<file path="config.mk">
export PLATFORM = sky130hd
export DESIGN_NAME = sdram_arbiter_flat
export DESIGN_NICKNAME = d
export VERILOG_FILES = /design/src/rtl/sdram_arbiter_if.sv /design/src/rtl/sdram_arbiter.sv /design/src/flat_wrapper.sv
export SDC_FILE = /design/constraint.sdc
export NUM_CORES = 1
export LEC_CHECK = 0
export CAP_MARGIN = 20
export CORE_MARGIN = 2
export CORE_UTILIZATION = 42
export DETAILED_ROUTE_END_ITERATION = 10
export PLACE_DENSITY_LB_ADDON = 0.3
export SLEW_MARGIN = 30
export SYNTH_ARGS = -nofsm -noshare
export SYNTH_HDL_FRONTEND = slang
export SYNTH_SLANG_ARGS = --single-unit
</file>
<file path="constraint.sdc">
create_clock -name sclk -period 4.25 [get_ports sclk]
set_input_delay 1.275 -clock sclk [delete_from_list [all_inputs] [get_ports sclk]]
set_output_delay 1.275 -clock sclk [all_outputs]
set_load 0.01 [all_outputs]
</file>
<file path="src/rtl/sdram_arbiter_if.sv">
// Bus between the SDRAM arbiter and its clients: init sequencer, refresh/write/read
// engines, and the muxed SDRAM command/address pins.
interface sdram_arbiter_if;
  logic        ini_end;
  logic [3:0]  init_cmd;
  logic [11:0] init_addr;
  logic        wr_req;
  logic        rd_req;
  logic        ref_end;
  logic        wr_end;
  logic        rd_end;
  logic [3:0]  ref_cmd;
  logic [11:0] ref_addr;
  logic [3:0]  wr_cmd;
  logic [11:0] wr_addr;
  logic [1:0]  wr_ba;
  logic [3:0]  rd_cmd;
  logic [11:0] rd_addr;
  logic [1:0]  rd_ba;
  logic        ref_en;
  logic        wr_en;
  logic        rd_en;
  logic        ref_pending;
  logic [3:0]  sdram_cmd;
  logic [11:0] sdram_addr;
  logic [1:0]  sdram_ba;
  logic [2:0]  state;
  logic        err;

  // Requests and *_end pulses are levels/pulses sampled on the sclk edge; a grant is
  // the one-cycle *_en pulse, and the engine owns the bus until its *_end pulse.
  modport slave (
    input  ini_end, init_cmd, init_addr, wr_req, rd_req, ref_end, wr_end, rd_end,
    input  ref_cmd, ref_addr, wr_cmd, wr_addr, wr_ba, rd_cmd, rd_addr, rd_ba,
    output ref_en, wr_en, rd_en, ref_pending, sdram_cmd, sdram_addr, sdram_ba, state, err
  );

  modport master (
    output ini_end, init_cmd, init_addr, wr_req, rd_req, ref_end, wr_end, rd_end,
    output ref_cmd, ref_addr, wr_cmd, wr_addr, wr_ba, rd_cmd, rd_addr, rd_ba,
    input  ref_en, wr_en, rd_en, ref_pending, sdram_cmd, sdram_addr, sdram_ba, state, err
  );
endinterface

</file>
<file path="src/rtl/sdram_arbiter.sv">
// Central SDRAM scheduler: waits for init, then grants the command bus to refresh,
// write or read engines with a periodic refresh timer and a per-grant watchdog.
module sdram_arbiter #(
  parameter int          REF_PERIOD = 1500,
  parameter int          TIMEOUT    = 1024,
  parameter logic [3:0]  NOP_CMD    = 4'b0111
) (
  input  logic          sclk,
  input  logic          rst,
  sdram_arbiter_if.slave bus
);

  localparam int RCW = (REF_PERIOD > 1) ? $clog2(REF_PERIOD) : 1;
  localparam int WDW = (TIMEOUT > 1) ? $clog2(TIMEOUT) : 1;

  typedef enum logic [2:0] {
    S_INIT  = 3'd0,
    S_ARBIT = 3'd1,
    S_AREF  = 3'd2,
    S_WRITE = 3'd3,
    S_READ  = 3'd4
  } state_t;

  state_t           state_q;
  logic [RCW-1:0]   ref_cnt;
  logic [WDW-1:0]   wd_cnt;
  logic             ref_en_q;
  logic             wr_en_q;
  logic             rd_en_q;
  logic             ref_pending_q;
  logic             err_q;

  logic ref_wrap;
  logic ref_grant;
  logic wd_expired;
  logic svc_end;

  assign ref_wrap   = (state_q != S_INIT) && (ref_cnt == RCW'(REF_PERIOD - 1));
  assign ref_grant  = (state_q == S_ARBIT) && ref_pending_q;
  assign wd_expired = (wd_cnt == WDW'(TIMEOUT - 1));
  // Only the end pulse of the engine that currently owns the bus counts.
  assign svc_end    = ((state_q == S_AREF)  && bus.ref_end) ||
                      ((state_q == S_WRITE) && bus.wr_end)  ||
                      ((state_q == S_READ)  && bus.rd_end);

  always_ff @(posedge sclk) begin
    if (rst) begin
      state_q       <= S_INIT;
      ref_cnt       <= '0;
      wd_cnt        <= '0;
      ref_en_q      <= 1'b0;
      wr_en_q       <= 1'b0;
      rd_en_q       <= 1'b0;
      ref_pending_q <= 1'b0;
      err_q         <= 1'b0;
    end else begin
      ref_en_q <= 1'b0;
      wr_en_q  <= 1'b0;
      rd_en_q  <= 1'b0;
      wd_cnt   <= wd_cnt + 1'b1;

      if (state_q != S_INIT) ref_cnt <= ref_wrap ? '0 : ref_cnt + 1'b1;

      // A wrap coinciding with the refresh grant re-arms the request immediately.
      if (ref_wrap)       ref_pending_q <= 1'b1;
      else if (ref_grant) ref_pending_q <= 1'b0;

      case (state_q)
        S_INIT: begin
          wd_cnt <= '0;
          if (bus.ini_end) state_q <= S_ARBIT;
        end
        S_ARBIT: begin
          wd_cnt <= '0;
          if (ref_pending_q) begin
            state_q  <= S_AREF;
            ref_en_q <= 1'b1;
          end else if (bus.wr_req) begin
            state_q <= S_WRITE;
            wr_en_q <= 1'b1;
          end else if (bus.rd_req) begin
            state_q <= S_READ;
            rd_en_q <= 1'b1;
          end
        end
        S_AREF, S_WRITE, S_READ: begin
          if (svc_end) begin
            state_q <= S_ARBIT;
          end else if (wd_expired) begin
            state_q <= S_ARBIT;
            err_q   <= 1'b1;
          end
        end
        default: state_q <= S_INIT;
      endcase
    end
  end

  always_comb begin
    bus.sdram_cmd  = NOP_CMD;
    bus.sdram_addr = '0;
    bus.sdram_ba   = '0;
    case (state_q)
      S_INIT: begin
        bus.sdram_cmd  = bus.init_cmd;
        bus.sdram_addr = bus.init_addr;
      end
      S_AREF: begin
        bus.sdram_cmd  = bus.ref_cmd;
        bus.sdram_addr = bus.ref_addr;
      end
      S_WRITE: begin
        bus.sdram_cmd  = bus.wr_cmd;
        bus.sdram_addr = bus.wr_addr;
        bus.sdram_ba   = bus.wr_ba;
      end
      S_READ: begin
        bus.sdram_cmd  = bus.rd_cmd;
        bus.sdram_addr = bus.rd_addr;
        bus.sdram_ba   = bus.rd_ba;
      end
      default: begin
        bus.sdram_cmd  = NOP_CMD;
        bus.sdram_addr = '0;
        bus.sdram_ba   = '0;
      end
    endcase
  end

  assign bus.state       = state_q;
  assign bus.ref_en      = ref_en_q;
  assign bus.wr_en       = wr_en_q;
  assign bus.rd_en       = rd_en_q;
  assign bus.ref_pending = ref_pending_q;
  assign bus.err         = err_q;

endmodule

</file>
<file path="src/flat_wrapper.sv">
// flat-port wrapper written by rule: the top's interface ports become plain ports
module sdram_arbiter_flat 
#(
  parameter int          REF_PERIOD = 1500,
  parameter int          TIMEOUT    = 1024,
  parameter logic [3:0]  NOP_CMD    = 4'b0111
)
  (sclk, rst, bus_ini_end, bus_init_cmd, bus_init_addr, bus_wr_req, bus_rd_req, bus_ref_end, bus_wr_end, bus_rd_end, bus_ref_cmd, bus_ref_addr, bus_wr_cmd, bus_wr_addr, bus_wr_ba, bus_rd_cmd, bus_rd_addr, bus_rd_ba, bus_ref_en, bus_wr_en, bus_rd_en, bus_ref_pending, bus_sdram_cmd, bus_sdram_addr, bus_sdram_ba, bus_state, bus_err);
  sdram_arbiter_if bus_i ();
  input  logic sclk;
  input  logic rst;
  input wire logic [$bits(bus_i.ini_end)-1:0] bus_ini_end;
  input wire logic [$bits(bus_i.init_cmd)-1:0] bus_init_cmd;
  input wire logic [$bits(bus_i.init_addr)-1:0] bus_init_addr;
  input wire logic [$bits(bus_i.wr_req)-1:0] bus_wr_req;
  input wire logic [$bits(bus_i.rd_req)-1:0] bus_rd_req;
  input wire logic [$bits(bus_i.ref_end)-1:0] bus_ref_end;
  input wire logic [$bits(bus_i.wr_end)-1:0] bus_wr_end;
  input wire logic [$bits(bus_i.rd_end)-1:0] bus_rd_end;
  input wire logic [$bits(bus_i.ref_cmd)-1:0] bus_ref_cmd;
  input wire logic [$bits(bus_i.ref_addr)-1:0] bus_ref_addr;
  input wire logic [$bits(bus_i.wr_cmd)-1:0] bus_wr_cmd;
  input wire logic [$bits(bus_i.wr_addr)-1:0] bus_wr_addr;
  input wire logic [$bits(bus_i.wr_ba)-1:0] bus_wr_ba;
  input wire logic [$bits(bus_i.rd_cmd)-1:0] bus_rd_cmd;
  input wire logic [$bits(bus_i.rd_addr)-1:0] bus_rd_addr;
  input wire logic [$bits(bus_i.rd_ba)-1:0] bus_rd_ba;
  output wire logic [$bits(bus_i.ref_en)-1:0] bus_ref_en;
  output wire logic [$bits(bus_i.wr_en)-1:0] bus_wr_en;
  output wire logic [$bits(bus_i.rd_en)-1:0] bus_rd_en;
  output wire logic [$bits(bus_i.ref_pending)-1:0] bus_ref_pending;
  output wire logic [$bits(bus_i.sdram_cmd)-1:0] bus_sdram_cmd;
  output wire logic [$bits(bus_i.sdram_addr)-1:0] bus_sdram_addr;
  output wire logic [$bits(bus_i.sdram_ba)-1:0] bus_sdram_ba;
  output wire logic [$bits(bus_i.state)-1:0] bus_state;
  output wire logic [$bits(bus_i.err)-1:0] bus_err;
  assign bus_i.ini_end = bus_ini_end;
  assign bus_i.init_cmd = bus_init_cmd;
  assign bus_i.init_addr = bus_init_addr;
  assign bus_i.wr_req = bus_wr_req;
  assign bus_i.rd_req = bus_rd_req;
  assign bus_i.ref_end = bus_ref_end;
  assign bus_i.wr_end = bus_wr_end;
  assign bus_i.rd_end = bus_rd_end;
  assign bus_i.ref_cmd = bus_ref_cmd;
  assign bus_i.ref_addr = bus_ref_addr;
  assign bus_i.wr_cmd = bus_wr_cmd;
  assign bus_i.wr_addr = bus_wr_addr;
  assign bus_i.wr_ba = bus_wr_ba;
  assign bus_i.rd_cmd = bus_rd_cmd;
  assign bus_i.rd_addr = bus_rd_addr;
  assign bus_i.rd_ba = bus_rd_ba;
  assign bus_ref_en = bus_i.ref_en;
  assign bus_wr_en = bus_i.wr_en;
  assign bus_rd_en = bus_i.rd_en;
  assign bus_ref_pending = bus_i.ref_pending;
  assign bus_sdram_cmd = bus_i.sdram_cmd;
  assign bus_sdram_addr = bus_i.sdram_addr;
  assign bus_sdram_ba = bus_i.sdram_ba;
  assign bus_state = bus_i.state;
  assign bus_err = bus_i.err;
  sdram_arbiter #(.REF_PERIOD(REF_PERIOD), .TIMEOUT(TIMEOUT), .NOP_CMD(NOP_CMD)) u_core (.sclk(sclk), .rst(rst), .bus(bus_i));
endmodule
</file>
==> results.toml <==
[status]
status = "finished, final reports clean"

[yosys]
synth_area_sq_um = 1830
netlist_top_cells_area = "dfxtp_1 32%, mux2i_1 8.7%, nor2_1 8.2%"
netlist.area_leader.share_pct = 31.7
synthFlopType = "dfxtp_1"
synth_edf_count = 0
synth_common_cells = "40 x nor2_1, 29 x dfxtp_1, 27 x nand2_1, 20 x a21oi_1, 16 x mux2i_1"
ys_types = 42
async_reset_ff_share_pct = 0
yosysMostFrequentCell = "nor2_1"
ys_seq_area_share_pct = 31.7
synth_fp_nets = 317
ys_seq_elements = 29
ys_warn_count = 0
synth_largest_area_cell = "dfxtp_1"
avgSynthCellArea_sq_um = 7.66
syn_inst = 239

[global_routing]
first_global_vias = 1943
antenna_found_initial = 0
grt_max_degree = 30
grtUsageTotal_pct = 22.4
grt.overflow.total = 0
grt_first_pass_wirelength_um = 8990

[cells_and_area]
num-nets-final = 418
num_antenna_cells = 0
drive_above_1_share_pct = 5.57
stdcell_count = 393
syn_to_final_growth_pct = 62.9

[power]
swShare_pct = 34.5
clkPwrFrac_pct = 21.8
seq_power_share_pct = 27.3
max-vdd-ir-drop_mv = 0.223
pwr_density_cell_nw_per_um2 = 384
p_sw_uw = 395
comb_power_share_pct = 50.9
p_int_uw = 751
p_leak_nw = 1.07

[die]
die_h_um = 70.0
io-pin-count = 102
rows = 24
die_x_um = 70.0
start_util_pct = 43.0
core-area_sq_um = 4260
die_area_sq_um = 4910

[placement]
place_congestion = 0.828
port_buffers = 101
placed_cells = 385
dp_hpwl_um = 4040

[min_path]
hold_class = "reg2reg"

[sta]
finalSetupTns_ns = 0
fin_skew_ns = 0.00285
fmax_mhz = 250
finalSetupViolCount = 0
hold_viol = 0
period_share_pct = 94.1
rsz0062_at_grt = "false"
relSlewSlack_pct = 55.3
period_minus_slack_ns = 4.00
worstMarginPinSlew_ns = 0.665
slew_violations = 0

[detailed_routing]
drt-total-wl_um = 5470
wl_per_cell_um = 13.9
viasPerCell = 5.18
ant_nets = 0
via_count = 2037
drt-initial-drc-count = 140
route.detailed.drc = 0
dr.pass1.iters = 5

[worst_setup_path]
critPathKind = "in2out"
critPathTopFamily = "buffers and inverters"
end_kind = "primary output"
cp.arrival_ns = 2.72
crit_required_ns = 2.97
cp_slowest_cell = "clkdlybuf4s50_1"
worstPathMaxFanout = 1
crit_path_start_kind = "input port"
cpPeakStageDelay_ns = 0.47
crit_top_cell = "clkdlybuf4s50_1"
crit_chain = "clkdlybuf4s50_1 > and2_1 > a211oi_1 > a21oi_1 > o22a_1 > clkdlybuf4s50_1"
cp.buffers_inverters = 2

[clocking]
numCtsBuffers = 5
post-cts-setup-buffers = 0
cts_root_buffer = "clkbuf_8"
cts.sinks = 29
clk_pin_slew_worst_paths_ns = 0.06
cts_tree = "built"
cts_resized = 0
postCtsHoldBufs = 0
htree_levels = 2
cts_buffer_depth = 2
clkLatencyLatePin_ns = 0.28

[flow_run]
drv_cap = 0
per-stage QoR:
| stage | hold WS (ns) | util, % | cell area [sq um] | setup WS [ns] | total power, mW |
|---|---|---|---|---|---|
| floorplan | 0.413 | - | 1830 | 1.10 | 0.618 |
| global placement | 0.425 | 67.6 | 2880 | 0.273 | 0.891 |
| detailed placement | 0.431 | 67.6 | 2880 | 0.253 | 0.898 |
| CTS | 0.442 | 70.0 | 2980 | 0.254 | 1.15 |
| global route | 0.463 | 70.0 | 2980 | 0.143 | 1.22 |
| finish | 0.439 | 70.0 | 2980 | 0.251 | 1.15 |
routing by layer:
| metal | global-route usage, % | up-vias | share of wire (%) |
|---|---|---|---|
| met1 | 28.5 | 939 | 44 |
| met5 | 0 | - | 0 |
| met2 | 39.3 | 53 | 51 |
| li1 | - | 1041 | - |
| met3 | 5.05 | 4 | 4.4 |
| met4 | 4.06 | 0 | 0.57 |
sequential cells by signal (all words and copies together), names as in the netlist:
register and flops:
u_core.bus.ref_pending 1, u_core.wd_cnt 10, u_core.bus.rd_en 1, u_core.ref_cnt 11, u_core.bus.ref_en 1, u_core.bus.err 1, u_core.bus.state 3, u_core.bus.wr_en 1
path summary, 6_finish.rpt:
check / depth (start not counted) / from / slack, ns / end
setup reg to reg: 4 / u_core.bus.state[2]$_SDFFE_PP0P_ / 2.27 / u_core.bus.state[0]$_SDFFE_PP0P_
hold / removal: 1 / u_core.wd_cnt[0]$_SDFF_PP0_ / 0.44 / u_core.wd_cnt[0]$_SDFF_PP0_
setup / recovery: 6 / bus_ref_cmd[0] / 0.25 / bus_sdram_cmd[0]
hold reg to reg: 1 / u_core.wd_cnt[0]$_SDFF_PP0_ / 0.44 / u_core.wd_cnt[0]$_SDFF_PP0_
cell type report:
| class | instances | area [sq um] |
|---|---|---|
| Fill cell | 374 | 1280 |
| Multi-Input combinational cell | 191 | 1160 |
| Timing Repair Buffer | 106 | 1050 |
| Sequential cell | 29 | 581 |
| Clock buffer | 7 | 96.3 |
| Tap cell | 52 | 65.1 |
| Inverter | 7 | 26.3 |
| Clock inverter | 1 | 5.00 |
cells in the final DEF, fill, tap and decap left out, types with 2 or more instances in the layout:
| master | instances |
|---|---|
| o21ai_0 | 13 |
| o22a_1 | 4 |
| o21ai_1 | 2 |
| ha_1 | 2 |
| and3_1 | 4 |
| a32o_1 | 3 |
| a21oi_1 | 20 |
| xor2_1 | 10 |
| nor3_1 | 6 |
| buf_4 | 5 |
| clkbuf_8 | 7 |
| and2_1 | 2 |
| dfxtp_1 | 29 |
| nand2_1 | 27 |
| clkdlybuf4s50_1 | 101 |
| mux2i_1 | 16 |
| nor2_1 | 40 |
| nand3_1 | 4 |
| xnor2_1 | 7 |
| nor4b_1 | 2 |
| nor2b_1 | 2 |
| or3_1 | 2 |
| o21a_1 | 2 |
| inv_1 | 7 |
| nand4_1 | 7 |
| a211oi_1 | 2 |
power groups by stage:
stage,clock (mW),sequential (mW),combinational (mW)
4_1_cts,0.253,0.312,0.586
3_3_place_gp,0,0.317,0.575
6_report,0.250,0.313,0.584
2_1_floorplan,0,0.319,0.299
3_5_place_dp,0,0.318,0.580
5_1_grt,0.270,0.315,0.637
kinds of logic (layout without fill, tap and decap cells):
group	count (synthesis)	in the layout	synth area share, %
AO/OA/AOI/OAI	51	51	17.8
AND/OR/NAND/NOR	105	105	27.5
flip-flops	29	29	31.7
XOR/XNOR	17	17	8.13
multiplexers	16	16	8.74
adder cells (fa/ha/maj)	2	2	1.37
buffers and inverters	19	121	4.85
(Power assumes the default switching activity.)
